`config.mk`:
```
export PLATFORM = sky130hd
export DESIGN_NAME = store_lane_unit_flat
export DESIGN_NICKNAME = d
export VERILOG_FILES = /design/src/rtl/store_lane_unit_if.sv /design/src/rtl/store_lane_unit.sv /design/src/flat_wrapper.sv
export SDC_FILE = /design/constraint.sdc
export NUM_CORES = 1
export LEC_CHECK = 0
export CAP_MARGIN = 20
export CORE_MARGIN = 10
export CORE_UTILIZATION = 55
export DETAILED_ROUTE_END_ITERATION = 8
export GPL_ROUTABILITY_DRIVEN = 1
export HOLD_SLACK_MARGIN = 0.06
export PLACE_DENSITY = 0.95
export SLEW_MARGIN = 30
export SYNTH_ARGS = -nofsm -noshare
export SYNTH_HDL_FRONTEND = slang
export SYNTH_SLANG_ARGS = --single-unit
```
`constraint.sdc`:
```
create_clock -name clk -period 3.04 [get_ports clk]
set_input_delay 0.608 -clock clk [delete_from_list [all_inputs] [get_ports clk]]
set_output_delay 0.608 -clock clk [all_outputs]
set_load 0.005 [all_outputs]
```
`src/rtl/store_lane_unit_if.sv`:
```
// Store request and memory write-port signals; slave = store unit view, master = requester/memory view.
interface store_lane_unit_if #(
  parameter int XLEN   = 32,
  parameter int ADDR_W = 32
);
  localparam int NB = XLEN / 8;

  logic              req_valid;
  logic              req_ready;
  logic [ADDR_W-1:0] req_addr;
  logic [1:0]        req_size;
  logic [XLEN-1:0]   req_data;

  logic              mem_valid;
  logic              mem_ready;
  logic [ADDR_W-1:0] mem_addr;
  logic [NB-1:0]     mem_be;
  logic [XLEN-1:0]   mem_wdata;

  modport slave (
    input  req_valid, req_addr, req_size, req_data, mem_ready,
    output req_ready, mem_valid, mem_addr, mem_be, mem_wdata
  );

  modport master (
    output req_valid, req_addr, req_size, req_data, mem_ready,
    input  req_ready, mem_valid, mem_addr, mem_be, mem_wdata
  );
endinterface

```
`src/rtl/store_lane_unit.sv`:
```
// Lane-positions a store onto the bus, splitting word-crossing stores into two beats; done 2 (1 beat) / 3 (2 beats) cycles after accept.
// Beats held stable until mem_ready; req_ready only in IDLE, so one store is in flight at a time.
module store_lane_unit #(
  parameter int XLEN           = 32,
  parameter int ADDR_W         = 32,
  parameter bit MISALIGN_SPLIT = 1'b1
) (
  input  logic              clk,
  input  logic              rst_n,
  store_lane_unit_if.slave  bus,
  output logic              done,
  output logic              err
);
  localparam int NB    = XLEN / 8;
  localparam int OFF_W = $clog2(NB);

  typedef enum logic [1:0] {IDLE, BEAT0, BEAT1} state_t;

  state_t            state_q, state_d;
  logic              mem_valid_q, mem_valid_d;
  logic [ADDR_W-1:0] mem_addr_q, mem_addr_d;
  logic [NB-1:0]     mem_be_q, mem_be_d;
  logic [XLEN-1:0]   mem_wdata_q, mem_wdata_d;
  logic [ADDR_W-1:0] hi_addr_q, hi_addr_d;
  logic [NB-1:0]     hi_be_q, hi_be_d;
  logic [XLEN-1:0]   hi_wdata_q, hi_wdata_d;
  logic              done_q, done_d;
  logic              err_q, err_d;

  logic [OFF_W-1:0]  off;
  logic [ADDR_W-1:0] base_addr;
  logic [2*NB-1:0]   lane_base, lane_mask;
  logic [2*XLEN-1:0] data_base, data_pos;
  logic              size_ok, illegal;

  // Request decode: mask and data are built double-width so the spill into the next word falls out of one shift.
  always_comb begin
    off       = bus.req_addr[OFF_W-1:0];
    base_addr = {bus.req_addr[ADDR_W-1:OFF_W], {OFF_W{1'b0}}};
    case (bus.req_size)
      2'd0:    lane_base = (2*NB)'(8'h01);
      2'd1:    lane_base = (2*NB)'(8'h03);
      2'd2:    lane_base = (2*NB)'(8'h0F);
      default: lane_base = (2*NB)'(8'hFF);
    endcase
    data_base = '0;
    for (int i = 0; i < NB; i++) begin
      data_base[8*i +: 8] = bus.req_data[8*i +: 8] & {8{lane_base[i]}};
    end
    lane_mask = lane_base << off;
    data_pos  = data_base << {off, 3'b000};
    size_ok   = ({1'b0, bus.req_size} <= 3'(OFF_W));
    illegal   = !size_ok || (!MISALIGN_SPLIT && (lane_mask[2*NB-1:NB] != '0));
  end

  always_comb begin
    state_d     = state_q;
    mem_valid_d = mem_valid_q;
    mem_addr_d  = mem_addr_q;
    mem_be_d    = mem_be_q;
    mem_wdata_d = mem_wdata_q;
    hi_addr_d   = hi_addr_q;
    hi_be_d     = hi_be_q;
    hi_wdata_d  = hi_wdata_q;
    done_d      = 1'b0;
    err_d       = 1'b0;
    case (state_q)
      IDLE: begin
        if (bus.req_valid) begin
          if (illegal) begin
            err_d = 1'b1;
          end else begin
            state_d     = BEAT0;
            mem_valid_d = 1'b1;
            mem_addr_d  = base_addr;
            mem_be_d    = lane_mask[NB-1:0];
            mem_wdata_d = data_pos[XLEN-1:0];
            hi_addr_d   = base_addr + ADDR_W'(NB);
            hi_be_d     = lane_mask[2*NB-1:NB];
            hi_wdata_d  = data_pos[2*XLEN-1:XLEN];
          end
        end
      end
      BEAT0: begin
        if (bus.mem_ready) begin
          if (hi_be_q == '0) begin
            state_d     = IDLE;
            mem_valid_d = 1'b0;
            done_d      = 1'b1;
          end else begin
            // Second beat follows directly with no idle cycle between.
            state_d     = BEAT1;
            mem_addr_d  = hi_addr_q;
            mem_be_d    = hi_be_q;
            mem_wdata_d = hi_wdata_q;
          end
        end
      end
      BEAT1: begin
        if (bus.mem_ready) begin
          state_d     = IDLE;
          mem_valid_d = 1'b0;
          done_d      = 1'b1;
        end
      end
      default: begin
        state_d     = IDLE;
        mem_valid_d = 1'b0;
      end
    endcase
  end

  always_ff @(posedge clk or negedge rst_n) begin
    if (!rst_n) begin
      state_q     <= IDLE;
      mem_valid_q <= 1'b0;
      mem_addr_q  <= '0;
      mem_be_q    <= '0;
      mem_wdata_q <= '0;
      hi_addr_q   <= '0;
      hi_be_q     <= '0;
      hi_wdata_q  <= '0;
      done_q      <= 1'b0;
      err_q       <= 1'b0;
    end else begin
      state_q     <= state_d;
      mem_valid_q <= mem_valid_d;
      mem_addr_q  <= mem_addr_d;
      mem_be_q    <= mem_be_d;
      mem_wdata_q <= mem_wdata_d;
      hi_addr_q   <= hi_addr_d;
      hi_be_q     <= hi_be_d;
      hi_wdata_q  <= hi_wdata_d;
      done_q      <= done_d;
      err_q       <= err_d;
    end
  end

  assign bus.req_ready = (state_q == IDLE);
  assign bus.mem_valid = mem_valid_q;
  assign bus.mem_addr  = mem_valid_q ? mem_addr_q  : '0;
  assign bus.mem_be    = mem_valid_q ? mem_be_q    : '0;
  assign bus.mem_wdata = mem_valid_q ? mem_wdata_q : '0;
  assign done          = done_q;
  assign err           = err_q;
endmodule

```
`src/flat_wrapper.sv`:
```
// flat-port wrapper written by rule: the top's interface ports become plain ports
module store_lane_unit_flat 
#(
  parameter int XLEN           = 32,
  parameter int ADDR_W         = 32,
  parameter bit MISALIGN_SPLIT = 1'b1
)
  (clk, rst_n, done, err, bus_req_valid, bus_req_addr, bus_req_size, bus_req_data, bus_mem_ready, bus_req_ready, bus_mem_valid, bus_mem_addr, bus_mem_be, bus_mem_wdata);
  store_lane_unit_if #(.XLEN(XLEN), .ADDR_W(ADDR_W)) bus_i ();
  input  logic clk;
  input  logic rst_n;
  output logic done;
  output logic err;
  input wire logic [$bits(bus_i.req_valid)-1:0] bus_req_valid;
  input wire logic [$bits(bus_i.req_addr)-1:0] bus_req_addr;
  input wire logic [$bits(bus_i.req_size)-1:0] bus_req_size;
  input wire logic [$bits(bus_i.req_data)-1:0] bus_req_data;
  input wire logic [$bits(bus_i.mem_ready)-1:0] bus_mem_ready;
  output wire logic [$bits(bus_i.req_ready)-1:0] bus_req_ready;
  output wire logic [$bits(bus_i.mem_valid)-1:0] bus_mem_valid;
  output wire logic [$bits(bus_i.mem_addr)-1:0] bus_mem_addr;
  output wire logic [$bits(bus_i.mem_be)-1:0] bus_mem_be;
  output wire logic [$bits(bus_i.mem_wdata)-1:0] bus_mem_wdata;
  assign bus_i.req_valid = bus_req_valid;
  assign bus_i.req_addr = bus_req_addr;
  assign bus_i.req_size = bus_req_size;
  assign bus_i.req_data = bus_req_data;
  assign bus_i.mem_ready = bus_mem_ready;
  assign bus_req_ready = bus_i.req_ready;
  assign bus_mem_valid = bus_i.mem_valid;
  assign bus_mem_addr = bus_i.mem_addr;
  assign bus_mem_be = bus_i.mem_be;
  assign bus_mem_wdata = bus_i.mem_wdata;
  store_lane_unit #(.XLEN(XLEN), .ADDR_W(ADDR_W), .MISALIGN_SPLIT(MISALIGN_SPLIT)) u_core (.clk(clk), .rst_n(rst_n), .bus(bus_i), .done(done), .err(err));
endmodule
```
==> metrics.cfg <==
[timing]
hold_viol=0
setup_violations=0
skew_ns=0.009890
timing.final.crit_share=0.8251
hold_ws_ns=0.2392
clock.fmax_ghz=0.3987
rsz0062_at_grt=false
relSlewSlack=0.4592
tns_ns=0
slew_violations=0
layout_min_cycle_time_ns=2.508
tightestPinTransition_ns=0.8103

[synth]
synth_seq_area_share=0.4654
yosys.area_share.simple=0.2031
ys_warn_count=0
yosys.area.top_type=dfrtp_1
synth-xor-area-share=0.03409
synth_fa_ha_area_frac=0.009019
yosysMostFrequentCell=nand2_1
ys_seq_elements=129
postSynthAreaPerCell_um2=9.127
syn_area_mm2=0.006937
ys_top_cells_by_count=147 x nand2_1, 129 x dfrtp_1, 123 x o21ai_0
async_flop_share=1.000
yosysTopAreaCellShare=0.4654
yosys-top-cells-area=dfrtp_1 47%, o21ai_0 8.9%, nand2_1 8.0%, and2_1 6.1%, mux2i_1 4.3%
synth_mux_area_frac=0.07413
synth_top_family_by_area=simple AND/OR/NAND/NOR gates
synth-compound-area-share=0.1739
synthFlopType=dfrtp_1
synth_edf_count=0
synth_cell_types=44
synthCells=760

[critical_path]
cp_max_fo=34
end_kind=output pin
crit_arrival_ns=1.90
criticalPathCategory=register to output pin
setup.worst_path.start_class=register
crit_required_ns=2.43

[worst_hold_path]
hp-class=primary input to asynchronous set/reset pin

[power_and_ir_drop]
vdd_drop_max_uv=566.9
power_mw=8.186
seq_power_share=0.347
power_frac_comb=0.402
power_frac_clock=0.251
powerDensity_mw_per_mm2=902.0
p_int_mw=5.232
power_switching_mw=2.953
p_leak_nw=3.866
switching_share=0.3608

[floorplanning]
fp.coreArea_mm2=0.01216
fp.dieW_um=132.3
initial_utilization=0.5704
ios=142
rows=40
die-area_mm2=0.01750
die_height_um=132.3

[cells_and_area]
num_antenna_cells=0
fin_nets=954
final_cell_area_mm2=0.009075
drive_gt1_frac=0.08979
post-route-util=0.7462
synthToLayoutAreaGrowth_pct=30.83
fillers=786

[clock_network]
cts_buffers=17
clock-root-buffer=clkbuf_16
clock_sinks=129
holdBufCountCts=0
cts_buffer_depth=2
htreeDepth=4
ctsResizeCount=0
post-cts-setup-buffers=0
clkSlewWorstSetupHoldPaths_ns=0.06
cts_tree=yes
insertion_delay_ns=0.42

[route]
drt-total-wl_um=21480
first_pass_iters=9
postRouteAntennaNets=0
wl_per_cell_um=20.28
num_vias=6473
first_iter_violations=752
drc=1
via_per_inst=6.112

[grt]
grt_pass1_wl_um=34620
antenna_found_initial=0
grt_pass1_vias=6568
overflow=0
grt_util_all_layers=0.2422
grt_max_degree=65

[place]
dpl_cell_area_mm2=0.008488
dp_hpwl_um=13660
gp_congestion=0.9079
port-buffer-count=139

[run_status]
status=finished with violations
violations=DRC

[run]
maxCapViolCount=0

## cell usage in the layout (no fill, tap or decap), types with 10 or more instances in the layout
| master | count |
|---|---|
| a22o_1 | 25 |
| a22oi_1 | 24 |
| and2_1 | 68 |
| buf_4 | 16 |
| clkbuf_16 | 17 |
| clkdlybuf4s50_1 | 138 |
| dfrtp_1 | 129 |
| mux2_2 | 19 |
| mux2i_1 | 30 |
| nand2_1 | 146 |
| nand3_1 | 13 |
| nor2_1 | 16 |
| nor3_1 | 10 |
| o21ai_0 | 123 |
| xnor2_1 | 22 |
## cells by family after synthesis
logic type	count (synthesis)
muxes	49
buffers and inverters	66
and+or+nand+nor	283
xor gates and xnor gates	27
other	1
adders and majority gates	5
DFF	129
AOI/OAI and AO/OA	200
## power by group through the flow
| stage | Combinational, mW | Clock (mW) | Sequential (mW) |
|---|---|---|---|
| final | 3.29 | 2.06 | 2.84 |
| after global routing | 3.63 | 2.14 | 2.91 |
| after CTS | 3.29 | 2.06 | 2.82 |
| after detailed placement | 3.21 | 0 | 2.81 |
| after global placement | 3.09 | 0 | 2.78 |
| after floorplan | 1.95 | 0 | 2.70 |
## worst max-delay path: stages (launching register included)
cell	delay, ns
dfrtp_1	0.39
buf_4	0.33
and2_1	0.22
clkdlybuf4s50_1	0.54
## path summary, 6_finish.rpt
kind / from / to / slack, ns / depth (start not counted)
max: u_core.bus.mem_valid / bus_mem_addr[17] / 0.53 / 3
min: rst_n / u_core.mem_addr_q[5] / 0.24 / 1
max reg2reg: u_core.state_q[1] / u_core.mem_wdata_q[0] / 0.64 / 7
min reg2reg: u_core.mem_addr_q[28] / u_core.mem_addr_q[28] / 0.47 / 2
max in group asynchronous: rst_n / u_core.mem_wdata_q[11] / 1.98 / 2
min in group clk: u_core.mem_addr_q[28] / u_core.mem_addr_q[28] / 0.47 / 2
## per-stage QoR
| stage | instances | worst slack, ns |
|---|---|---|
| 2_1_floorplan | 761 | 0.9502 |
| 3_3_place_gp | 1028 | 0.3649 |
| 3_5_place_dp | 1028 | 0.2878 |
| 4_1_cts | 1059 | 0.5428 |
| 5_1_grt | 1059 | 0.4605 |
| 6_report | 1059 | 0.5315 |
## final cells by class
type	count	area (µm²)	area share
well taps	168	210.2	0.02316
flip-flops and latches	129	3228	0.3557
repair buffers	157	1562	0.1721
multi-input cells	566	3458	0.3811
clock buffers	21	450.4	0.04963
inverters	8	30.03	0.003309
clock inverters	10	136.4	0.01503
## flip-flops by register name (all words and copies together) (netlist names)
signal / count
u_core.done: 1
u_core.hi_addr_q: 30
u_core.err: 1
u_core.state_q: 2
u_core.mem_addr_q: 30
u_core.hi_be_q: 4
u_core.bus.mem_valid: 1
u_core.hi_wdata_q: 24
u_core.mem_be_q: 4
u_core.mem_wdata_q: 32
## metal layers
layer	track usage	wire length, µm
met5	0	0
met4	0.1351	1179
met3	0.06936	1921
met2	0.3826	10150
met1	0.2908	8225
(Power assumes the default switching activity.)
